--- config.mk ---
export PLATFORM = sky130hd
export DESIGN_NAME = mul_seq_ctrl
export DESIGN_NICKNAME = d
export VERILOG_FILES = /design/src/rtl/mul_seq_ctrl.sv
export SDC_FILE = /design/constraint.sdc
export NUM_CORES = 1
export LEC_CHECK = 0
export CAP_MARGIN = 20
export CORE_MARGIN = 2
export CORE_UTILIZATION = 55
export CTS_BUF_LIST = sky130_fd_sc_hd__clkbuf_8
export DETAILED_ROUTE_END_ITERATION = 7
export GPL_TIMING_DRIVEN = 0
export PLACE_DENSITY = 0.77
export RECOVER_POWER = 100
export SLEW_MARGIN = 10
export SYNTH_ARGS = -nofsm -noshare
export SYNTH_HDL_FRONTEND = slang
export SYNTH_SLANG_ARGS = --single-unit
--- constraint.sdc ---
create_clock -name clk -period 6.3 [get_ports clk]
set_input_delay 1.26 -clock clk [delete_from_list [all_inputs] [get_ports clk]]
set_output_delay 1.26 -clock clk [all_outputs]
set_load 0.05 [all_outputs]
--- src/rtl/mul_seq_ctrl.sv ---
// Iterative radix-2 multiply / multiply-accumulate sequencer that owns the HI/LO register pair.
// Requests arrive over valid/ready; the issuing stage is held off while a product is in flight.
module mul_seq_ctrl #(
    parameter int unsigned BUS_WIDTH = 32,
    parameter logic [2:0]  MADD      = 3'b000,
    parameter logic [2:0]  MADDU     = 3'b001,
    parameter logic [2:0]  MUL       = 3'b010,
    parameter logic [2:0]  MFLO      = 3'b100,
    parameter logic [2:0]  MFHI      = 3'b101
) (
    input  logic                 clk,
    input  logic                 rst_n,
    input  logic                 flush,
    input  logic                 req_valid,
    output logic                 req_ready,
    input  logic [2:0]           mul_op,
    input  logic [BUS_WIDTH-1:0] in1,
    input  logic [BUS_WIDTH-1:0] in2,
    output logic [BUS_WIDTH-1:0] out,
    output logic                 out_valid,
    output logic                 busy,
    output logic                 done
);

    localparam int unsigned PW = 2 * BUS_WIDTH;
    localparam int unsigned CW = (BUS_WIDTH > 1) ? $clog2(BUS_WIDTH) : 1;
    localparam logic [CW-1:0] CNT_LAST = CW'(BUS_WIDTH - 1);

    typedef enum logic [1:0] {
        StIdle,
        StRun,
        StCommit
    } state_e;

    state_e               state_q, state_d;
    logic [BUS_WIDTH-1:0] hi_q, hi_d;
    logic [BUS_WIDTH-1:0] lo_q, lo_d;
    logic [BUS_WIDTH-1:0] out_q, out_d;
    logic                 out_valid_q, out_valid_d;
    logic [PW-1:0]        acc_q, acc_d;
    logic [PW-1:0]        mcand_q, mcand_d;
    logic [BUS_WIDTH-1:0] mplier_q, mplier_d;
    logic [CW-1:0]        count_q, count_d;
    logic                 neg_q, neg_d;
    logic                 accum_q, accum_d;

    logic                 accept;
    logic [BUS_WIDTH-1:0] in1_mag;
    logic [BUS_WIDTH-1:0] in2_mag;
    logic [PW-1:0]        prod;
    logic [PW-1:0]        addend;
    logic [PW-1:0]        sum;

    assign req_ready = (state_q == StIdle);
    assign busy      = (state_q != StIdle);
    assign done      = (state_q == StCommit) && !flush;
    assign out       = out_q;
    assign out_valid = out_valid_q;
    assign accept    = req_valid && req_ready;

    // The most-negative value negates to itself, which read unsigned is exactly 2^(W-1).
    assign in1_mag = in1[BUS_WIDTH-1] ? -in1 : in1;
    assign in2_mag = in2[BUS_WIDTH-1] ? -in2 : in2;

    always_comb begin
        prod   = neg_q ? -acc_q : acc_q;
        addend = accum_q ? {hi_q, lo_q} : '0;
        sum    = prod + addend;
    end

    always_comb begin
        state_d     = state_q;
        hi_d        = hi_q;
        lo_d        = lo_q;
        out_d       = out_q;
        out_valid_d = 1'b0;
        acc_d       = acc_q;
        mcand_d     = mcand_q;
        mplier_d    = mplier_q;
        count_d     = count_q;
        neg_d       = neg_q;
        accum_d     = accum_q;

        if (flush && (state_q != StIdle)) begin
            // Abort wins over the commit write; HI/LO keep their old contents.
            state_d = StIdle;
        end else begin
            unique case (state_q)
                StIdle: begin
                    if (accept) begin
                        case (mul_op)
                            MUL, MADD: begin
                                mcand_d  = {{BUS_WIDTH{1'b0}}, in1_mag};
                                mplier_d = in2_mag;
                                neg_d    = in1[BUS_WIDTH-1] ^ in2[BUS_WIDTH-1];
                                accum_d  = (mul_op == MADD);
                                acc_d    = '0;
                                count_d  = '0;
                                state_d  = StRun;
                            end
                            MADDU: begin
                                mcand_d  = {{BUS_WIDTH{1'b0}}, in1};
                                mplier_d = in2;
                                neg_d    = 1'b0;
                                accum_d  = 1'b1;
                                acc_d    = '0;
                                count_d  = '0;
                                state_d  = StRun;
                            end
                            MFLO: begin
                                out_d       = lo_q;
                                out_valid_d = 1'b1;
                            end
                            MFHI: begin
                                out_d       = hi_q;
                                out_valid_d = 1'b1;
                            end
                            default: ;
                        endcase
                    end
                end
                StRun: begin
                    // mcand_q already carries the shift by count, mplier_q[0] is bit count.
                    if (mplier_q[0]) begin
                        acc_d = acc_q + mcand_q;
                    end
                    mcand_d  = mcand_q << 1;
                    mplier_d = mplier_q >> 1;
                    count_d  = count_q + CW'(1);
                    if (count_q == CNT_LAST) begin
                        state_d = StCommit;
                    end
                end
                StCommit: begin
                    {hi_d, lo_d} = sum;
                    state_d      = StIdle;
                end
                default: state_d = StIdle;
            endcase
        end
    end

    always_ff @(posedge clk or negedge rst_n) begin
        if (!rst_n) begin
            state_q     <= StIdle;
            hi_q        <= '0;
            lo_q        <= '0;
            out_q       <= '0;
            out_valid_q <= 1'b0;
            acc_q       <= '0;
            mcand_q     <= '0;
            mplier_q    <= '0;
            count_q     <= '0;
            neg_q       <= 1'b0;
            accum_q     <= 1'b0;
        end else begin
            state_q     <= state_d;
            hi_q        <= hi_d;
            lo_q        <= lo_d;
            out_q       <= out_d;
            out_valid_q <= out_valid_d;
            acc_q       <= acc_d;
            mcand_q     <= mcand_d;
            mplier_q    <= mplier_d;
            count_q     <= count_d;
            neg_q       <= neg_d;
            accum_q     <= accum_d;
        end
    end

endmodule

==> Word-level counts from Yosys, hierarchy flattened <==
Cells that the tools add are included.
{ "totals": {"register_bits": 266, "in_bits": 71, "out_inout_bits": 36} }
{ "classes": {"add_sub_neg": 6, "n_eq_ne": 14, "n_mux": 29, "n_bitwise": 2, "n_reduce_logical": 20} }
{ "ops": {"columns": ["operator", "n"], "rows": [
  ["64-bit two-way mux", 6],
  ["64-bit case mux with 2 select lines", 3],
  ["32-bit case mux with 2 select lines", 3],
  ["64-bit adder", 2],
  ["32-bit two-way mux", 3],
  ["32-bit negation", 2],
  ["64-bit negation", 1],
  ["4-bit AND reduction", 4],
  ["5-bit two-way mux", 2],
  ["5-bit case mux with 2 select lines", 1],
  ["2-bit two-way mux", 4],
  ["2-bit nonzero test", 4],
  ["3-bit equality test (second input constant)", 2],
  ["3-bit by 1-bit inequality test with 1-bit output (second input constant)", 2],
  ["5-bit by 1-bit adder with 5-bit output (second input constant)", 1],
  ["5-bit equality test (second input constant)", 1],
  ["5-bit AND reduction", 1],
  ["1-bit two-way mux", 4],
  ["2-bit inequality test (second input constant)", 2],
  ["1-bit case mux with 2 select lines", 2],
  ["2-bit case mux with 2 select lines", 1],
  ["2-bit OR reduction", 2],
  ["3-bit by 1-bit equality test with 1-bit output (second input constant)", 1],
  ["3-bit by 2-bit equality test with 1-bit output (second input constant)", 1],
  ["other kinds (14)", 16]
]} }

==> Longest topological paths before layout <==
Gate-level depths: netlist of the first run.
{ "depth": {"depth_word": 6, "mapped_depth": 22} }

==> Worst setup path before layout of the first run <==
OpenSTA, ideal clock, no wires.
{ "synth_path": {"kind": "register to register", "start": "register acc_q[5]", "end": "register hi_q[26]", "setup_ns": 0.129, "arrival_time_ns": 4.878, "required_time_ns": 6.171, "path_slack_ns": 1.293, "path_stages_with_launch": 20, "period_less_slack_ns": 5.007, "path_cell_list": "dfrtp_1 -> or4_1 -> or3_4 -> nor2_1 -> nand4_1 -> or2b_1 -> o41ai_1 -> xnor2_1 -> ha_1 -> a21o_1 -> o21bai_1 -> a21boi_0 -> a211o_1 -> a2111oi_0 -> or2_1 -> a21oi_1 -> o31a_1 -> a2111oi_2 -> xor2_1 -> o21ai_1"} }
{ "synth_between": {"elab_chain_len": 3} }
{ "synth_lines": {"columns": ["element", "line", "source"], "rows": [
  ["start, declared", "40", "logic [PW-1:0] acc_q, acc_d;"],
  ["start signal, assigned", "150", "acc_q <= '0;"],
  ["start signal, assigned", "162", "acc_q <= acc_d;"],
  ["64-bit negation", "66", "prod = neg_q ? -acc_q : acc_q;"],
  ["64-bit two-way mux *", "66", null],
  ["64-bit adder *", "68", "sum = prod + addend;"],
  ["end signal, assigned", "158", "hi_q <= hi_d;"],
  ["end, declared", "36", "logic [BUS_WIDTH-1:0] hi_q, hi_d;"]
]} }
Mark *: on every way between the ends. The rest lies on a longest branch, timed or not.
A chain may end at the register's enable or synchronous reset.

==> Worst setup path after layout of the first run <==
{ "layout_path": {"start": "register acc_q[5]", "end": "register hi_q[24]"} }
The elaborated chain is that of the path after synthesis.

==> metrics.json, run 1 <==
{
  "post_drt_via_cell_ratio": {"value": 6.12},
  "synth-async-reset-ratio": {"value": 1.00},
  "period_minus_slack": {"value": 6.04, "unit": "ns"},
  "drt-wirelength-per-cell": {"value": 19.7, "unit": "µm"},
  "n_fill_cell": {"value": 3261},
  "slowest_delay": {"value": 0.80, "unit": "ns"},
  "cp-start-kind": {"value": "flip-flop"},
  "maxSlewViolCount": {"value": 60},
  "diodes": {"value": 0},
  "min_path_cells": {"value": 2},
  "rsz_0062_raised_after_global_routing": {"value": "no"},
  "cap_viol_max_count": {"value": 1},
  "initialDrtViolationCount": {"value": 1391},
  "synth.yosys.seq_area_share": {"value": 0.323},
  "die_height": {"value": 197, "unit": "µm"},
  "ys.flop_type": {"value": "sky130_fd_sc_hd__dfrtp_1"},
  "crit_path_max_delay_cell_type": {"value": "sky130_fd_sc_hd__o41ai_2"},
  "p_total": {"value": 8.69, "unit": "mW"},
  "mappedNetlistNets": {"value": 2744},
  "h-tree-depth": {"value": 2},
  "number_of_antenna_violations_at_the_first_check_in_global_routing": {"value": 0},
  "layout-drive-gt1-share": {"value": 0.0428},
  "clockRootBuffer": {"value": "sky130_fd_sc_hd__clkbuf_8"},
  "worst_slew_margin_rel": {"value": -1.23},
  "grt_pass1_wl": {"value": 100000, "unit": "µm"},
  "placement_rows": {"value": 70},
  "timing.final.crit_share": {"value": 0.959},
  "ys_seq_elements": {"value": 266},
  "worst_pin_slew": {"value": 3.35, "unit": "ns"},
  "postSynthAreaPerCell": {"value": 8.10, "unit": "µm²"},
  "layout-area-overhead-vs-synth": {"value": 13.0, "unit": "%"},
  "worst_path_most_repeated_cell": {"value": "sky130_fd_sc_hd__a31oi_1"},
  "core_area": {"value": 36700, "unit": "µm²"},
  "max_freq": {"value": 166, "unit": "MHz"},
  "crit_arrival": {"value": 6.55, "unit": "ns"},
  "timing.critical_path.cells": {"value": "or4_1 > or3_4 > or2_2 > o31ai_1 > xnor2_1 > ha_1 > nand3_1 > o21ai_0 > a21oi_1 > o41ai_2 > a31oi_1 > o31ai_2 > a31oi_1 > xor2_1 > o21ai_1"},
  "post-place-cells": {"value": 3116},
  "highest-signal-layer": {"value": "met4"},
  "place.gp.congestion": {"value": 0.932},
  "setup.worst_path.end_class": {"value": "flip-flop"},
  "register_to_register_setup_slack": {"value": 0.26, "unit": "ns"},
  "grt_max_degree": {"value": 110},
  "yosys_warnings": {"value": 0},
  "synth-edff-count": {"value": 0},
  "detail-route-antenna-nets": {"value": 0},
  "most-common-layout-cells": {"value": "sky130_fd_sc_hd__nand2_1 (374), sky130_fd_sc_hd__o21ai_0 (318), sky130_fd_sc_hd__dfrtp_1 (266)"},
  "hpwl": {"value": 49600, "unit": "µm"},
  "p_leak": {"value": 10.5, "unit": "nW"},
  "global_route.overflow_total": {"value": 0},
  "maximum_buffer_depth_of_the_clock_tree": {"value": 3},
  "failed_checks": {"value": "max-capacitance violations, max-slew violations"},
  "start_util": {"value": 0.561},
  "worst-r2r-cell-count": {"value": 15},
  "layout.cells.most_common": {"value": "sky130_fd_sc_hd__nand2_1"},
  "hold_viol": {"value": 0},
  "route.met3.wl": {"value": 3430, "unit": "µm"},
  "die_x": {"value": 197, "unit": "µm"},
  "dieArea": {"value": 39000, "unit": "µm²"},
  "clk_pin_slew_worst_paths": {"value": 0.07, "unit": "ns"},
  "netlist-cell-type-count": {"value": 81},
  "run_status": {"value": "finished, violations left"},
  "first_global_vias": {"value": 19000},
  "instances_no_fill": {"value": 3204},
  "timing.rr.start": {"value": "acc_q[5]"},
  "worst-setup-path-type": {"value": "reg -> reg"},
  "routed_metal_1_wirelength": {"value": 27000, "unit": "µm"},
  "cp_max_fo": {"value": 5},
  "power_density": {"value": 373, "unit": "nW/µm²"},
  "cts_made_buffers": {"value": 48},
  "dr.pass1.iters": {"value": 6},
  "timing.hold.ws": {"value": 0.472, "unit": "ns"},
  "cp.required": {"value": 6.80, "unit": "ns"},
  "clock_skew": {"value": 0.0254, "unit": "ns"},
  "hold_start": {"value": "out[29]"},
  "insertion_delay": {"value": 0.64, "unit": "ns"},
  "report.final.setup_viol": {"value": 0},
  "portBuffers": {"value": 106},
  "timing.hold.worst.class": {"value": "reg -> reg"},
  "cts_hold_repair.buffers": {"value": 0},
  "grt_usage": {"value": 0.325},
  "post-route-drc-count": {"value": 0},
  "routed-wl-met2": {"value": 30300, "unit": "µm"},
  "post_synth_instance_area": {"value": 20600, "unit": "µm²"},
  "tritoncts_num_sinks": {"value": 266},
  "setup-tns-final": {"value": 0, "unit": "ns"},
  "io_pins": {"value": 107},
  "cts_tree": {"value": "done"},
  "holdPathEnd": {"value": "out[29]"},
  "route.final.wire_length": {"value": 63100, "unit": "µm"},
  "final_net_count": {"value": 2905},
  "r2r-end": {"value": "hi_q[24]"},
  "vdd.ir_drop.worst": {"value": 0.000230, "unit": "V"},
  "synth_cells": {"value": 2540},
  "num_vias": {"value": 19600}
}
==> layout make-up <==
| type | count | area (µm²) | share of cell area |
|---|---|---|---|
| Tap cell | 468 | 586 | 0.0252 |
| Buffer | 133 | 502 | 0.0216 |
| Sequential cell | 266 | 6660 | 0.286 |
| Inverter | 43 | 161 | 0.00694 |
| Multi-Input combinational cell | 2098 | 13300 | 0.571 |
| Clock inverter | 25 | 149 | 0.00640 |
| Timing Repair Buffer | 111 | 1100 | 0.0475 |
| Clock buffer | 60 | 826 | 0.0355 |
==> per-layer routing <==
layer,vias up,GRT usage
li1,9479,-
met1,9393,0.419
met2,637,0.557
met3,114,0.0370
met4,0,0.134
met5,-,0
==> flip-flops by register name (all words and copies together), names as in the netlist <==
register	count
neg_q	1
out_valid	1
acc_q	64
state_q	2
lo_q	32
mcand_q	64
mplier_q	32
accum_q	1
out	32
hi_q	32
count_q	5
==> report_power, final <==
group	leakage, nW	total, mW	internal (mW)	switching [mW]
combinational	6.38	4.53	1.63	2.90
clock	0.554	1.70	0.902	0.800
sequential	3.60	2.45	2.02	0.429
==> critical path: cells and delay by family (launching register included) <==
kind	cells	cell delay, ns
adders and majority gates	1	0.39
DFF	1	0.47
AOI/OAI and AO/OA	8	3.21
and+or+nand+nor	4	1.50
xor gates and xnor gates	2	0.32
==> kinds of logic (layout without fill, tap and decap cells) <==
| group | count (synthesis) | count (layout) | share of synthesized area |
|---|---|---|---|
| AOI/OAI and AO/OA | 862 | 862 | 0.254 |
| and+or+nand+nor | 835 | 835 | 0.192 |
| DFF | 266 | 266 | 0.323 |
| xor gates and xnor gates | 233 | 233 | 0.0995 |
| buffers and inverters | 176 | 372 | 0.0322 |
| adders and majority gates | 133 | 133 | 0.0816 |
| muxes | 35 | 35 | 0.0170 |
==> synth_stat cells, drive strengths merged (11+ instances only) <==
master  number  area share
nand2      374       0.068
o21ai      323       0.079
dfrtp      266        0.32
a21oi      240       0.058
nor2       159       0.029
xnor2      150       0.064
ha         131       0.080
clkbuf     116       0.021
xor2        83       0.035
and2        75       0.023
a21o        69       0.025
inv         43      0.0078
nand4       43       0.014
a22o        40       0.017
o31ai       37       0.014
mux2i       35       0.017
nor3        33      0.0080
nand3       29      0.0077
o21bai      25      0.0091
or3         24      0.0078
nor4        20      0.0077
o41ai       19      0.0084
nand2b      18      0.0055
buf         17      0.0032
a31oi       16      0.0049
o21a        16      0.0058
or4         14      0.0055
nor2b       13      0.0040
o211ai      11      0.0040
==> worst max-delay path by stage <==
stage,to,from,depth (start not counted)
floorplan,hi_q[26],acc_q[5],19
global placement,mplier_q[14],rst_n,1
detailed placement,hi_q[30],acc_q[5],18
CTS,hi_q[26],acc_q[5],19
global route,hi_q[24],acc_q[5],17
finish,hi_q[24],acc_q[5],15
==> what timing repair did <==
action / 4_1_cts / 5_1_grt
endpoints found under the hold margin: 0 / 0
setup endpoints to repair: 1 / 6
setup buffers: 0 / 2
gates resized for setup: 1 / 3
==> through the flow <==
| step | utilization | setup slack [ns] | cell area [µm²] |
|---|---|---|---|
| detailed placement | 0.607 | -0.0405 | 22300 |
| global route | 0.634 | 0.0390 | 23300 |
| CTS | 0.634 | 0.0187 | 23300 |
| floorplan | - | 1.29 | 20600 |
| global placement | 0.606 | -7.28 | 22200 |
| finish | 0.634 | 0.260 | 23300 |
Note: power is estimated with default switching activity, not from simulation.
==> run 2, diff against run 1 <==
Settings changed: CTS_CLUSTER_DIAMETER from default to 80, SLEW_MARGIN 10 to 20.
==> run 2 against run 1 <==
The run still ends with max-capacitance violations, max-slew violations left. Power rose by 1.4%. Via count is 0.46% lower. Sequential share of layout area fell by 0.12 points. Non-clock buffer count shrank 2. Core utilization up 0.26 points. Flip-flop and latch count stayed put. Register-to-register slack hardly changed. Sequential power hardly changed. Cell count is essentially flat.
==> metrics.json, run 2 (synthesis gave the netlist of run 1 again) <==
{
  "route.met3.wl": {"value": 3500, "unit": "µm", "change": "+2.0%"},
  "cap_viol_max_count": {"value": 2, "change": "+1"},
  "failed_checks": {"value": "max-capacitance violations, max-slew violations"},
  "detail-route-antenna-nets": {"value": 0, "change": "unchanged"},
  "cp_max_fo": {"value": 8, "change": "+3"},
  "hold_start": {"value": "out[11]"},
  "register_to_register_setup_slack": {"value": 0.26, "unit": "ns", "change": "about the same"},
  "cp.required": {"value": 6.80, "unit": "ns", "change": "about the same"},
  "drt-wirelength-per-cell": {"value": 19.7, "unit": "µm", "change": "about the same"},
  "setup.worst_path.end_class": {"value": "flip-flop"},
  "highest-signal-layer": {"value": "met4"},
  "layout.cells.most_common": {"value": "sky130_fd_sc_hd__nand2_1"},
  "insertion_delay": {"value": 0.63, "unit": "ns", "change": "about the same"},
  "p_leak": {"value": 10.6, "unit": "nW", "change": "+0.46%"},
  "layout-area-overhead-vs-synth": {"value": 13.5, "unit": "%"},
  "cts_made_buffers": {"value": 49, "change": "+2.1%"},
  "number_of_antenna_violations_at_the_first_check_in_global_routing": {"value": 0, "change": "unchanged"},
  "post-place-cells": {"value": 3116, "change": "unchanged"},
  "h-tree-depth": {"value": 2, "change": "unchanged"},
  "placement_rows": {"value": 70, "change": "unchanged"},
  "power_density": {"value": 377, "unit": "nW/µm²", "change": "+0.96%"},
  "cts_hold_repair.buffers": {"value": 0, "change": "unchanged"},
  "maxSlewViolCount": {"value": 106, "change": "+77%"},
  "period_minus_slack": {"value": 6.04, "unit": "ns", "change": "-0.00340 ns"},
  "rsz_0062_raised_after_global_routing": {"value": "no"},
  "routed_metal_1_wirelength": {"value": 27000, "unit": "µm", "change": "about the same"},
  "grt_pass1_wl": {"value": 99900, "unit": "µm", "change": "-0.24%"},
  "post-route-drc-count": {"value": 0, "change": "unchanged"},
  "post_drt_via_cell_ratio": {"value": 6.09, "change": "-0.49%"},
  "setup-tns-final": {"value": 0, "unit": "ns", "change": "unchanged"},
  "place.gp.congestion": {"value": 0.932, "change": "unchanged"},
  "min_path_cells": {"value": 2, "change": "unchanged"},
  "tritoncts_num_sinks": {"value": 266, "change": "unchanged"},
  "start_util": {"value": 0.561, "change": "unchanged"},
  "diodes": {"value": 0, "change": "unchanged"},
  "most-common-layout-cells": {"value": "sky130_fd_sc_hd__nand2_1 (374), sky130_fd_sc_hd__o21ai_0 (318), sky130_fd_sc_hd__dfrtp_1 (266)"},
  "hold_viol": {"value": 0, "change": "unchanged"},
  "reg.largest.list": {"value": "acc_q: 64 flops, mcand_q: 64 flops"},
  "maximum_buffer_depth_of_the_clock_tree": {"value": 3, "change": "unchanged"},
  "timing.rr.start": {"value": "acc_q[5]"},
  "timing.hold.ws": {"value": 0.472, "unit": "ns", "change": "+0.000102 ns"},
  "grt_usage": {"value": 0.324, "change": "-0.00109"},
  "instances_no_fill": {"value": 3205, "change": "+0.031%"},
  "cts_tree": {"value": "done"},
  "clk_pin_slew_worst_paths": {"value": 0.07, "unit": "ns", "change": "about the same"},
  "postLayoutCoreUtil": {"value": 0.637, "change": "+0.00263"},
  "dr.pass1.iters": {"value": 6, "change": "unchanged"},
  "die_height": {"value": 197, "unit": "µm", "change": "unchanged"},
  "max_freq": {"value": 166, "unit": "MHz", "change": "about the same"},
  "portBuffers": {"value": 106, "change": "unchanged"},
  "clockRootBuffer": {"value": "sky130_fd_sc_hd__clkbuf_8"},
  "holdPathEnd": {"value": "out[11]"},
  "routed-wl-met2": {"value": 29900, "unit": "µm", "change": "-1.3%"},
  "initialDrtViolationCount": {"value": 1299, "change": "-6.6%"},
  "timing.hold.worst.class": {"value": "reg -> reg"},
  "cp-start-kind": {"value": "flip-flop"},
  "global_route.overflow_total": {"value": 0, "change": "unchanged"},
  "final_net_count": {"value": 2904, "change": "-0.034%"},
  "worst_pin_slew": {"value": 4.47, "unit": "ns", "change": "+1.12 ns"},
  "dieArea": {"value": 39000, "unit": "µm²", "change": "unchanged"},
  "worst-setup-path-type": {"value": "reg -> reg"},
  "io_pins": {"value": 107, "change": "unchanged"},
  "worst_slew_margin_rel": {"value": -1.98, "change": "-0.749"},
  "crit_arrival": {"value": 6.54, "unit": "ns", "change": "about the same"},
  "timing.final.crit_share": {"value": 0.958, "change": "about the same"},
  "grt_max_degree": {"value": 100, "change": "-9.1%"},
  "die_x": {"value": 197, "unit": "µm", "change": "unchanged"},
  "layout-drive-gt1-share": {"value": 0.0435, "change": "+0.000715"},
  "route.final.wire_length": {"value": 63100, "unit": "µm", "change": "+0.12%"},
  "run_status": {"value": "finished, violations left"},
  "clock_skew": {"value": 0.0250, "unit": "ns", "change": "-0.000324 ns"},
  "r2r-end": {"value": "hi_q[24]"},
  "first_global_vias": {"value": 19000, "change": "+0.13%"},
  "hpwl": {"value": 49500, "unit": "µm", "change": "-0.19%"},
  "num_vias": {"value": 19500, "change": "-0.46%"},
  "report.final.setup_viol": {"value": 0, "change": "unchanged"},
  "worst-r2r-cell-count": {"value": 16, "change": "+1"},
  "vdd.ir_drop.worst": {"value": 0.000211, "unit": "V", "change": "-8.0%"},
  "core_area": {"value": 36700, "unit": "µm²", "change": "unchanged"}
}
-- run 2: cell types whose count changed in the layout (fill, tap and decap cells not counted), sizes merged --
cell           change
clkinv             -2
buf                +1
clkbuf             -3
clkdlybuf4s25      +1
bufinv             +3
inv                +1
-- run 2: how the worst max path moves through the flow --
stage | from | to | slack [ns] | cells past startpoint
after global placement | rst_n | mplier_q[14] | -7.28 | 1
after global routing | acc_q[5] | hi_q[24] | 0.04 | 20
after CTS | acc_q[5] | hi_q[26] | 0.32 | 19
after floorplan | acc_q[5] | hi_q[26] | 1.29 | 19
final | acc_q[5] | hi_q[24] | 0.26 | 16
after detailed placement | acc_q[5] | hi_q[30] | -0.03 | 18
-- run 2: stage by stage --
stage | setup WS [ns] | instance area, µm² | power (mW)
after floorplan | 1.29 | 20600 | 5.64
after CTS | 0.320 | 23400 | 8.74
after global placement | -7.28 | 22200 | 6.75
after detailed placement | -0.0257 | 22300 | 6.88
final | 0.263 | 23400 | 8.80
after global routing | 0.0428 | 23400 | 9.41
-- run 2: timing repair --
| action | in CTS | in global routing |
|---|---|---|
| resized for setup | 1 | 2 |
| setup endpoints to repair | 2 | 1 |
| setup buffers | 1 | 0 |
| pin swaps | 0 | 0 |
-- run 2: worst max-delay path, stage by stage, from the launching register on --
cell                       delay [ns]
sky130_fd_sc_hd__dfrtp_1         0.47
sky130_fd_sc_hd__or4_1           0.61
sky130_fd_sc_hd__or3_4           0.37
sky130_fd_sc_hd__nor2_1          0.22
sky130_fd_sc_hd__nand4_1         0.19
sky130_fd_sc_hd__buf_4           0.28
sky130_fd_sc_hd__o41ai_1         0.37
sky130_fd_sc_hd__xnor2_1         0.23
sky130_fd_sc_hd__ha_1            0.32
sky130_fd_sc_hd__clkbuf_1        0.28
sky130_fd_sc_hd__nand4_1         0.20
sky130_fd_sc_hd__o41ai_2         0.83
sky130_fd_sc_hd__a31oi_1         0.38
sky130_fd_sc_hd__o31ai_1         0.69
sky130_fd_sc_hd__a31oi_1         0.19
sky130_fd_sc_hd__xor2_1          0.18
sky130_fd_sc_hd__o21ai_0         0.09
-- run 2: layout make-up --
class	instances	area [µm²]
Fill cell	3236	13300
Multi-Input combinational cell	2098	13300
Sequential cell	266	6660
Timing Repair Buffer	109	1110
Clock buffer	61	840
Tap cell	468	586
Buffer	133	502
Clock inverter	27	230
Inverter	43	161
-- run 2: per-layer routing --
layer / vias up / global-route usage
li1: 9462 / -
met1: 9302 / 0.414
met2: 644 / 0.553
met3: 124 / 0.0365
met4: 0 / 0.149
met5: - / 0
-- run 2: power by group --
part / internal [mW] / switching, mW
clock network: 1.04 / 0.784
logic: 1.63 / 2.89
registers: 2.02 / 0.432
total: 4.69 / 4.11
